`config.mk`:
```
export PLATFORM = sky130hd
export DESIGN_NAME = zeroriscy_host_if
export DESIGN_NICKNAME = d
export VERILOG_FILES = /design/src/rtl/zeroriscy_host_if.sv
export SDC_FILE = /design/constraint.sdc
export NUM_CORES = 1
export LEC_CHECK = 0
export BUFFER_PORTS_ARGS = -buffer_cell sky130_fd_sc_hd__buf_2
export CAP_MARGIN = 20
export CORE_MARGIN = 4
export CORE_UTILIZATION = 55
export DETAILED_ROUTE_END_ITERATION = 10
export GPL_TIMING_DRIVEN = 0
export PLACE_DENSITY_LB_ADDON = 0.08
export SYNTH_ARGS = -nofsm -noshare
export SYNTH_HDL_FRONTEND = slang
export SYNTH_SLANG_ARGS = --single-unit
export TNS_END_PERCENT = 30
```
`constraint.sdc`:
```
create_clock -name clk_i -period 5 [get_ports clk_i]
set_clock_uncertainty 0.05 [all_clocks]
set_input_delay 0.25 -clock clk_i [delete_from_list [all_inputs] [get_ports clk_i]]
set_output_delay 0.25 -clock clk_i [all_outputs]
set_load 0.01 [all_outputs]
```
`src/rtl/zeroriscy_host_if.sv`:
```
// Host-interface monitor for a zeroriscy core. Watches the data bus for
// tohost pass/fail writes on up to four channels, buffers console bytes in a
// small FIFO and optionally ends the run with a cycle watchdog.
module zeroriscy_host_if #(
  parameter int          NUM_TOHOST   = 3,
  parameter logic [31:0] TOHOST_ADDR0 = 32'h80001000,
  parameter logic [31:0] TOHOST_ADDR1 = 32'h80003000,
  parameter logic [31:0] TOHOST_ADDR2 = 32'h8017fffc,
  parameter logic [31:0] TOHOST_ADDR3 = 32'h0,
  parameter logic [31:0] CONSOLE_ADDR = 32'h9a100000,
  parameter int          CON_DEPTH    = 16,
  parameter logic [63:0] MAX_CYCLES   = 64'd0
) (
  input  logic        clk_i,
  input  logic        rst_ni,
  input  logic        data_req_i,
  input  logic        data_we_i,
  input  logic [3:0]  data_be_i,
  input  logic [31:0] data_addr_i,
  input  logic [31:0] data_wdata_i,
  output logic        con_valid_o,
  output logic [7:0]  con_data_o,
  input  logic        con_ready_i,
  output logic        done_o,
  output logic        pass_o,
  output logic        fail_o,
  output logic        timeout_o,
  output logic [30:0] fail_code_o,
  output logic [1:0]  fail_chan_o,
  output logic [63:0] cycle_cnt_o,
  output logic [15:0] con_drop_o,
  output logic [1:0]  state_o
);

  localparam int AW = $clog2(CON_DEPTH);

  typedef enum logic [1:0] {
    ST_RUN     = 2'd0,
    ST_PASS    = 2'd1,
    ST_FAIL    = 2'd2,
    ST_TIMEOUT = 2'd3
  } state_t;

  state_t      state;
  logic        wr_cyc;
  logic [31:0] tohost_addr [4];
  logic        tohost_hit;
  logic [1:0]  tohost_chan;
  logic        hit_q;
  logic [31:0] hit_data_q;
  logic [1:0]  hit_chan_q;
  logic [63:0] cnt_next;

  logic [7:0]  con_mem [CON_DEPTH];
  logic [AW:0] wr_ptr;
  logic [AW:0] rd_ptr;
  logic        con_empty;
  logic        con_full;
  logic        con_push_req;
  logic        con_push;
  logic        con_pop;
  logic        con_drop_evt;

  // Only byte lane 0 carries console data; the other enables are don't-care.
  logic unused_be;
  assign unused_be = ^data_be_i[3:1];

  assign wr_cyc = data_req_i & data_we_i;

  assign tohost_addr[0] = TOHOST_ADDR0;
  assign tohost_addr[1] = TOHOST_ADDR1;
  assign tohost_addr[2] = TOHOST_ADDR2;
  assign tohost_addr[3] = TOHOST_ADDR3;

  // Channel decode: scanning downwards lets the lowest matching index win.
  always_comb begin
    tohost_hit  = 1'b0;
    tohost_chan = 2'd0;
    for (int i = 3; i >= 0; i--) begin
      if ((i < NUM_TOHOST) && wr_cyc && (data_addr_i == tohost_addr[i])) begin
        tohost_hit  = 1'b1;
        tohost_chan = 2'(i);
      end
    end
  end

  // Register non-zero tohost writes; the FSM acts on them one cycle later.
  always_ff @(posedge clk_i or negedge rst_ni) begin
    if (!rst_ni) begin
      hit_q      <= 1'b0;
      hit_data_q <= 32'd0;
      hit_chan_q <= 2'd0;
    end else begin
      hit_q <= tohost_hit && (data_wdata_i != 32'd0);
      if (tohost_hit && (data_wdata_i != 32'd0)) begin
        hit_data_q <= data_wdata_i;
        hit_chan_q <= tohost_chan;
      end
    end
  end

  assign cnt_next = cycle_cnt_o + 64'd1;

  // Run-state FSM: a registered hit beats the watchdog; terminal states hold.
  always_ff @(posedge clk_i or negedge rst_ni) begin
    if (!rst_ni) begin
      state       <= ST_RUN;
      cycle_cnt_o <= 64'd0;
      fail_code_o <= 31'd0;
      fail_chan_o <= 2'd0;
    end else begin
      case (state)
        ST_RUN: begin
          cycle_cnt_o <= cnt_next;
          if (hit_q) begin
            if (hit_data_q == 32'd1) begin
              state <= ST_PASS;
            end else begin
              state       <= ST_FAIL;
              fail_code_o <= hit_data_q[31:1];
              fail_chan_o <= hit_chan_q;
            end
          end else if ((MAX_CYCLES != 64'd0) && (cnt_next > MAX_CYCLES)) begin
            state <= ST_TIMEOUT;
          end
        end
        default: state <= state;
      endcase
    end
  end

  assign state_o   = state;
  assign done_o    = (state != ST_RUN);
  assign pass_o    = (state == ST_PASS);
  assign fail_o    = (state == ST_FAIL);
  assign timeout_o = (state == ST_TIMEOUT);

  // Console handshake: a byte transfers on every rising edge where
  // con_valid_o and con_ready_i are both high; con_data_o is stable while
  // con_valid_o is high and not yet accepted. A push into an empty FIFO is
  // only visible the following cycle (no bypass).
  assign con_empty    = (wr_ptr == rd_ptr);
  assign con_full     = (wr_ptr[AW] != rd_ptr[AW]) &&
                        (wr_ptr[AW-1:0] == rd_ptr[AW-1:0]);
  assign con_valid_o  = !con_empty;
  assign con_data_o   = con_mem[rd_ptr[AW-1:0]];
  assign con_pop      = con_valid_o & con_ready_i;
  assign con_push_req = wr_cyc && (data_addr_i == CONSOLE_ADDR) && data_be_i[0];
  assign con_push     = con_push_req && (!con_full || con_pop);
  assign con_drop_evt = con_push_req && con_full && !con_pop;

  // FIFO pointers and saturating drop counter.
  always_ff @(posedge clk_i or negedge rst_ni) begin
    if (!rst_ni) begin
      wr_ptr     <= '0;
      rd_ptr     <= '0;
      con_drop_o <= 16'd0;
    end else begin
      if (con_push) wr_ptr <= wr_ptr + {{AW{1'b0}}, 1'b1};
      if (con_pop)  rd_ptr <= rd_ptr + {{AW{1'b0}}, 1'b1};
      if (con_drop_evt && (con_drop_o != 16'hFFFF)) con_drop_o <= con_drop_o + 16'd1;
    end
  end

  // FIFO storage; contents are don't-care until the pointers say otherwise.
  always_ff @(posedge clk_i) begin
    if (con_push) con_mem[wr_ptr[AW-1:0]] <= data_wdata_i[7:0];
  end

endmodule

```
Yosys cells after proc, flatten, opt, wreduce, memory -nomap -nowiden
Memory sizes are Yosys's and may differ from the RTL's.
Index checks and enable logic that the tools add are counted.
{"block": "totals", "mem_count": 1, "input_bits": 73, "elab_cells": 59, "register_bits": 160, "ramBits": 128}
{"block": "classes", "addsub": 4, "n_bitwise": 3, "eq_ne": 12, "reduce_logical": 20, "n_mux": 9}
{"name": "con_mem", "depth": 16, "word_bits": 8, "rd": 1, "rd_ports_with_merged_regs": 0, "wr": 1, "line": "54", "text": "logic [7:0] con_mem [CON_DEPTH];"}
{"operator": "equality test 32 bit, second input constant", "n": 4}
{"operator": "adder 64 x 1 -> 64 bit, second input constant", "n": 1}
{"operator": "equality test 32 x 1 -> 1 bit, second input constant", "n": 1}
{"operator": "nonzero test 32 bit", "n": 1}
{"operator": "adder 16 x 1 -> 16 bit, second input constant", "n": 1}
{"operator": "inequality test 16 bit, second input constant", "n": 1}
{"operator": "logical AND 1 bit", "n": 11}
{"operator": "adder 5 x 1 -> 5 bit, second input constant", "n": 2}
{"operator": "2-to-1 mux 2 bit", "n": 4}
{"operator": "equality test 5 bit", "n": 1}
{"operator": "2-to-1 mux 1 bit", "n": 5}
{"operator": "equality test 2 bit, second input constant", "n": 2}
{"operator": "equality test 4 bit", "n": 1}
{"operator": "logical NOT 1 bit", "n": 3}
{"operator": "AND reduction 3 bit", "n": 1}
{"operator": "AND 1 bit", "n": 2}
{"operator": "equality test 2 x 1 -> 1 bit, second input constant", "n": 1}
{"operator": "logical NOT 2 bit", "n": 1}
{"operator": "AND reduction 2 bit", "n": 1}
{"operator": "nonzero test 2 bit", "n": 1}
{"operator": "logical OR 1 bit", "n": 1}
{"operator": "inequality test 1 bit", "n": 1}
{"operator": "inverter 1 bit", "n": 1}

Logic depth before layout (Yosys ltp)
{"block": "depth", "depth_word": 7, "depth_mapped": 7, "mapped_depth_nobuf": 6}

Worst setup path before layout
No wires, ideal clock.
{"block": "synth_path", "kind": "input to register", "from": "input data_addr_i[21]", "to": "register con_drop_o[1]", "arrival_time_ns": 2.416, "required_time_ns": 4.825, "cell_stages": 6, "setup_time_ns": 0.125, "n_path_buf": 1, "setup_slack_ns": 2.409, "path_cell_list": "or4b_4 or4_1 or4_1 buf_2 nor3_1 mux2_2"}
{"block": "synth_via", "elab_chain_cells": 6}
{"element": "start: declaration", "line": "19", "text": "input logic [31:0] data_addr_i,"}
{"element": "equality test 32 bit", "line": "148", "text": "assign con_push_req = wr_cyc && (data_addr_i == CONSOLE_ADDR) && data_be_i[0];"}
{"element": "logical AND 1 bit (2 in a row)", "line": "148"}
{"element": "logical AND 1 bit (2 in a row)", "line": "150", "text": "assign con_drop_evt = con_push_req && con_full && !con_pop;"}
{"element": "logical AND 1 bit", "line": "161", "text": "if (con_drop_evt && (con_drop_o != 16'hFFFF)) con_drop_o <= con_drop_o + 16'd1;"}
{"element": "end signal: assignment", "line": "161"}
{"element": "end: declaration", "line": "31", "text": "output logic [15:0] con_drop_o,"}
No other way between the ends.
A chain may end at the register's enable or synchronous reset.

Final worst setup path
{"block": "layout_path", "from": "register rd_ptr[0]", "to": "output con_data_o[6]"}
{"block": "layout_via", "elab_chain_cells": 1}
{"element": "start: declaration", "line": "56", "text": "logic [AW:0] rd_ptr;"}
{"element": "start signal: assignment", "line": "160", "text": "if (con_pop) rd_ptr <= rd_ptr + {{AW{1'b0}}, 1'b1};"}
{"element": "memory (16 x 8 bit)"}
{"element": "end: declaration", "line": "22", "text": "output logic [7:0] con_data_o,"}
No other way between the ends.

==> run metrics <==
status=complete, no violations; crit path launch type=flip-flop; vias in the first global route=7651; Synth Area in Simple Gates=0.122; fin crit period=3680 ps; Die X=156 µm; first drt pass iteration count=4; largest family of logic cells by synthesized area=multiplexers; part of the power in registers=0.455; sequential area share after synthesis=0.648; mux contribution to synthesized area=0.140; Detailed Route WL=25.8 mm; Top FF cell, synth=dfrtp_1; R2R cell count=7; antenna violations before repair=0; Seq cells post-synth=288; unrepaired setup endpoints after global routing=no; area of the multi-input gates=4090 µm²; max_cap viols=0; Post-Syn Area=12100 µm²; die height=156 µm; CTS tree=yes; adder-cell area share of the yosys netlist=0.00724; Crit. End Element=output pin; Critical Path Fanout Max=10; RePlAce Congestion=0.859; DP Wirelength=17.9 mm; post-route ant nets=0; Combinational Power Share=0.161; gr ovfl total=0; EDFF count, synth=128; row cnt=54; Final Cycle Share=0.737; Pwr Density=376 nW/µm²; Core Area=21800 µm²; Antenna Cells=0; pin count of the biggest net entering global routing=88; Hold Path End=con_mem[0][1]$_DFFE_PP_; Cell Count, Final, Fillers Out=1355; Post-Synthesis Cells=797; root buffer cell=clkbuf_16; # IOs=201; Slew @ Worst Pin=1000 ps; Internal=0.00419 W; hold buffers post-CTS=26; # Post-CTS Setup Buffers=0; synth unique cells=46; fillers=1578; Area Overhead vs Synth=21.4%; placed cells=1275; post-synthesis xor/xnor area fraction=0.0637; Clk pwr share=0.384; sw frac=0.240; final setup fails=0; worst path required time=4700 ps; net switching power figure=0.00133 W; Hold/Removal Path Class=primary input to flip-flop; clock tree buffer depth=3; PortBufs=197; yosys warns=0; Clock Latency Late Sink=540 ps; Via Count=7538; CTS Buf Count=29; Worst R2R Start=rd_ptr[0]$_DFFE_PN0P_; syn nets=877; Layout Nets=1133; final hold viol count=0; global-route wire length before repair=41.4 mm; Max Freq=272 MHz; reg2reg end=con_mem[1][4]$_DFFE_PP_; DRC viols=0; Static Leak=6.53 nW; layout cell share with drive strength beyond 1=0.345; clock-pin slew on the worst setup and hold paths=60 ps; Pins Over Slew Limit=0; Die Footprint=24400 µm²; wire per inst=19.0 µm; synthesized-area fraction occupied by ao, oa, aoi and oai cells=0.00496; critical path class=flip-flop to output pin; clock sinks=288; via/cell ratio=5.56; Reg area=7850 µm²; r2r setup slk=1650 ps; asr flop ratio synth=0.556; total negative setup slack=0 ps; H-tree levels=1; peak supply drop=264 µV; DRT iter0 DRCs=434; cts repair resizes=0; Starting Density=0.556; hold depth=1; GRT Util Overall=0.212; worst hold start=data_wdata_i[1]; worst endpoint data arrival time=3380 ps; Mapped Avg Cell Area=15.2 µm²; worst relative slew slack=0.326
power groups by stage:
stage	Sequential, W	Combinational, W	Clock, W
2_1_floorplan	0.00256	0.000590	0
4_1_cts	0.00251	0.000912	0.00218
5_1_grt	0.00251	0.000967	0.00228
6_report	0.00251	0.000887	0.00212
3_5_place_dp	0.00256	0.000894	0
3_3_place_gp	0.00256	0.000879	0
final cells by class:
cell class,count,area share
flip-flops and latches,288,0.534
multi-input cells,469,0.279
well taps,280,0.0238
inverters,15,0.00383
clock buffers,42,0.0589
repair buffers,225,0.0877
plain buffers,25,0.00724
clock inverters,11,0.00596
synthesized netlist by cell type (3+ instances only):
cell type  instances  area share
or4_1              6      0.0037
nand4_1           34       0.018
edfxtp_1         128        0.32
and3_1            22       0.011
nor4_1            28       0.014
buf_1              6      0.0019
nor2b_1            3      0.0016
mux2_2            69       0.064
or3_1              3      0.0016
xor2_1            48       0.035
buf_2              4      0.0017
dfrtp_1          160        0.33
nand3_1           31       0.013
mux4_2            40       0.074
nand2_1           38       0.012
and2_1             3      0.0016
ha_1               7      0.0072
clkbuf_1          14      0.0043
inv_1             15      0.0047
nor3_1            33       0.014
nor2_1            28      0.0087
xnor2_1           40       0.029
nor4_2             3      0.0031
and4_1             8      0.0058
metal layers:
layer | part of all wire | routed length [µm] | vias up | global-route usage
met5 | 0 | 0 | - | 0
met4 | 0.024 | 616 | 0 | 0.0612
met3 | 0.067 | 1730 | 39 | 0.0476
met2 | 0.47 | 12200 | 200 | 0.337
met1 | 0.43 | 11200 | 3765 | 0.299
li1 | - | - | 3534 | -
layout by cell type (no fill, tap or decap), types with 28 or more instances in the layout:
| cell type | synthesis | routed |
|---|---|---|
| mux2_2 | 69 | 69 |
| xnor2_1 | 40 | 40 |
| buf_2 | 4 | 200 |
| clkbuf_16 | 0 | 30 |
| nor3_1 | 33 | 33 |
| xor2_1 | 48 | 48 |
| nand4_1 | 34 | 34 |
| nand3_1 | 31 | 31 |
| mux4_2 | 40 | 40 |
| nor4_1 | 28 | 28 |
| nor2_1 | 28 | 28 |
| nand2_1 | 38 | 38 |
| dfrtp_1 | 160 | 160 |
| edfxtp_1 | 128 | 128 |
worst max-delay path, stage by stage (launching register included):
cell and delay, ps:
dfrtp_1 350, clkbuf_1 430, buf_1 760, mux4_2 630, mux4_2 500, buf_2 160
sequential cells by signal, indices dropped and copies added, names as in the netlist, 2 cells and up:
signal / cells
hit_data_q: 32
fail_chan_o: 2
state_o: 2
con_drop_o: 16
rd_ptr: 5
hit_chan_q: 2
wr_ptr: 5
cycle_cnt_o: 64
fail_code_o: 31
con_mem: 128
through the flow:
| stage | util | area [µm²] | setup WS [ps] | hold slack [ps] | total power (W) |
|---|---|---|---|---|---|
| 6_report | 0.675 | 14700 | 1320 | 70.4 | 0.00552 |
| 5_1_grt | 0.675 | 14700 | 1030 | 68.4 | 0.00576 |
| 4_1_cts | 0.675 | 14700 | 1160 | 51.9 | 0.00560 |
| 3_5_place_dp | 0.619 | 13500 | 1620 | 241 | 0.00345 |
| 3_3_place_gp | 0.618 | 13400 | 1120 | 404 | 0.00344 |
| 2_1_floorplan | - | 12100 | 2410 | -95.6 | 0.00315 |
worst max-delay path by stage:
| stage | startpoint | end | slack, ps | cells after the start |
|---|---|---|---|---|
| 5_1_grt | rd_ptr[0]$_DFFE_PN0P_ | con_data_o[6] | 1030 | 5 |
| 2_1_floorplan | data_addr_i[21] | con_drop_o[1]$_DFFE_PN0P_ | 2410 | 6 |
| 6_report | rd_ptr[0]$_DFFE_PN0P_ | con_data_o[6] | 1320 | 5 |
| 3_3_place_gp | rst_ni | cycle_cnt_o[45]$_DFFE_PN0N_ | 1120 | 1 |
| 4_1_cts | rd_ptr[0]$_DFFE_PN0P_ | con_data_o[6] | 1160 | 5 |
| 3_5_place_dp | rd_ptr[0]$_DFFE_PN0P_ | con_mem[1][4]$_DFFE_PP_ | 1620 | 7 |
cell families (layout without fill, tap and decap cells):
logic type	Yosys count	count (layout)
adders and majority gates	7	7
DFF	288	288
xor gates and xnor gates	88	88
buffers and inverters	40	318
and+or+nand+nor	255	255
muxes	111	111
AOI/OAI and AO/OA	8	8
Power figures use the tool's default switching activity.
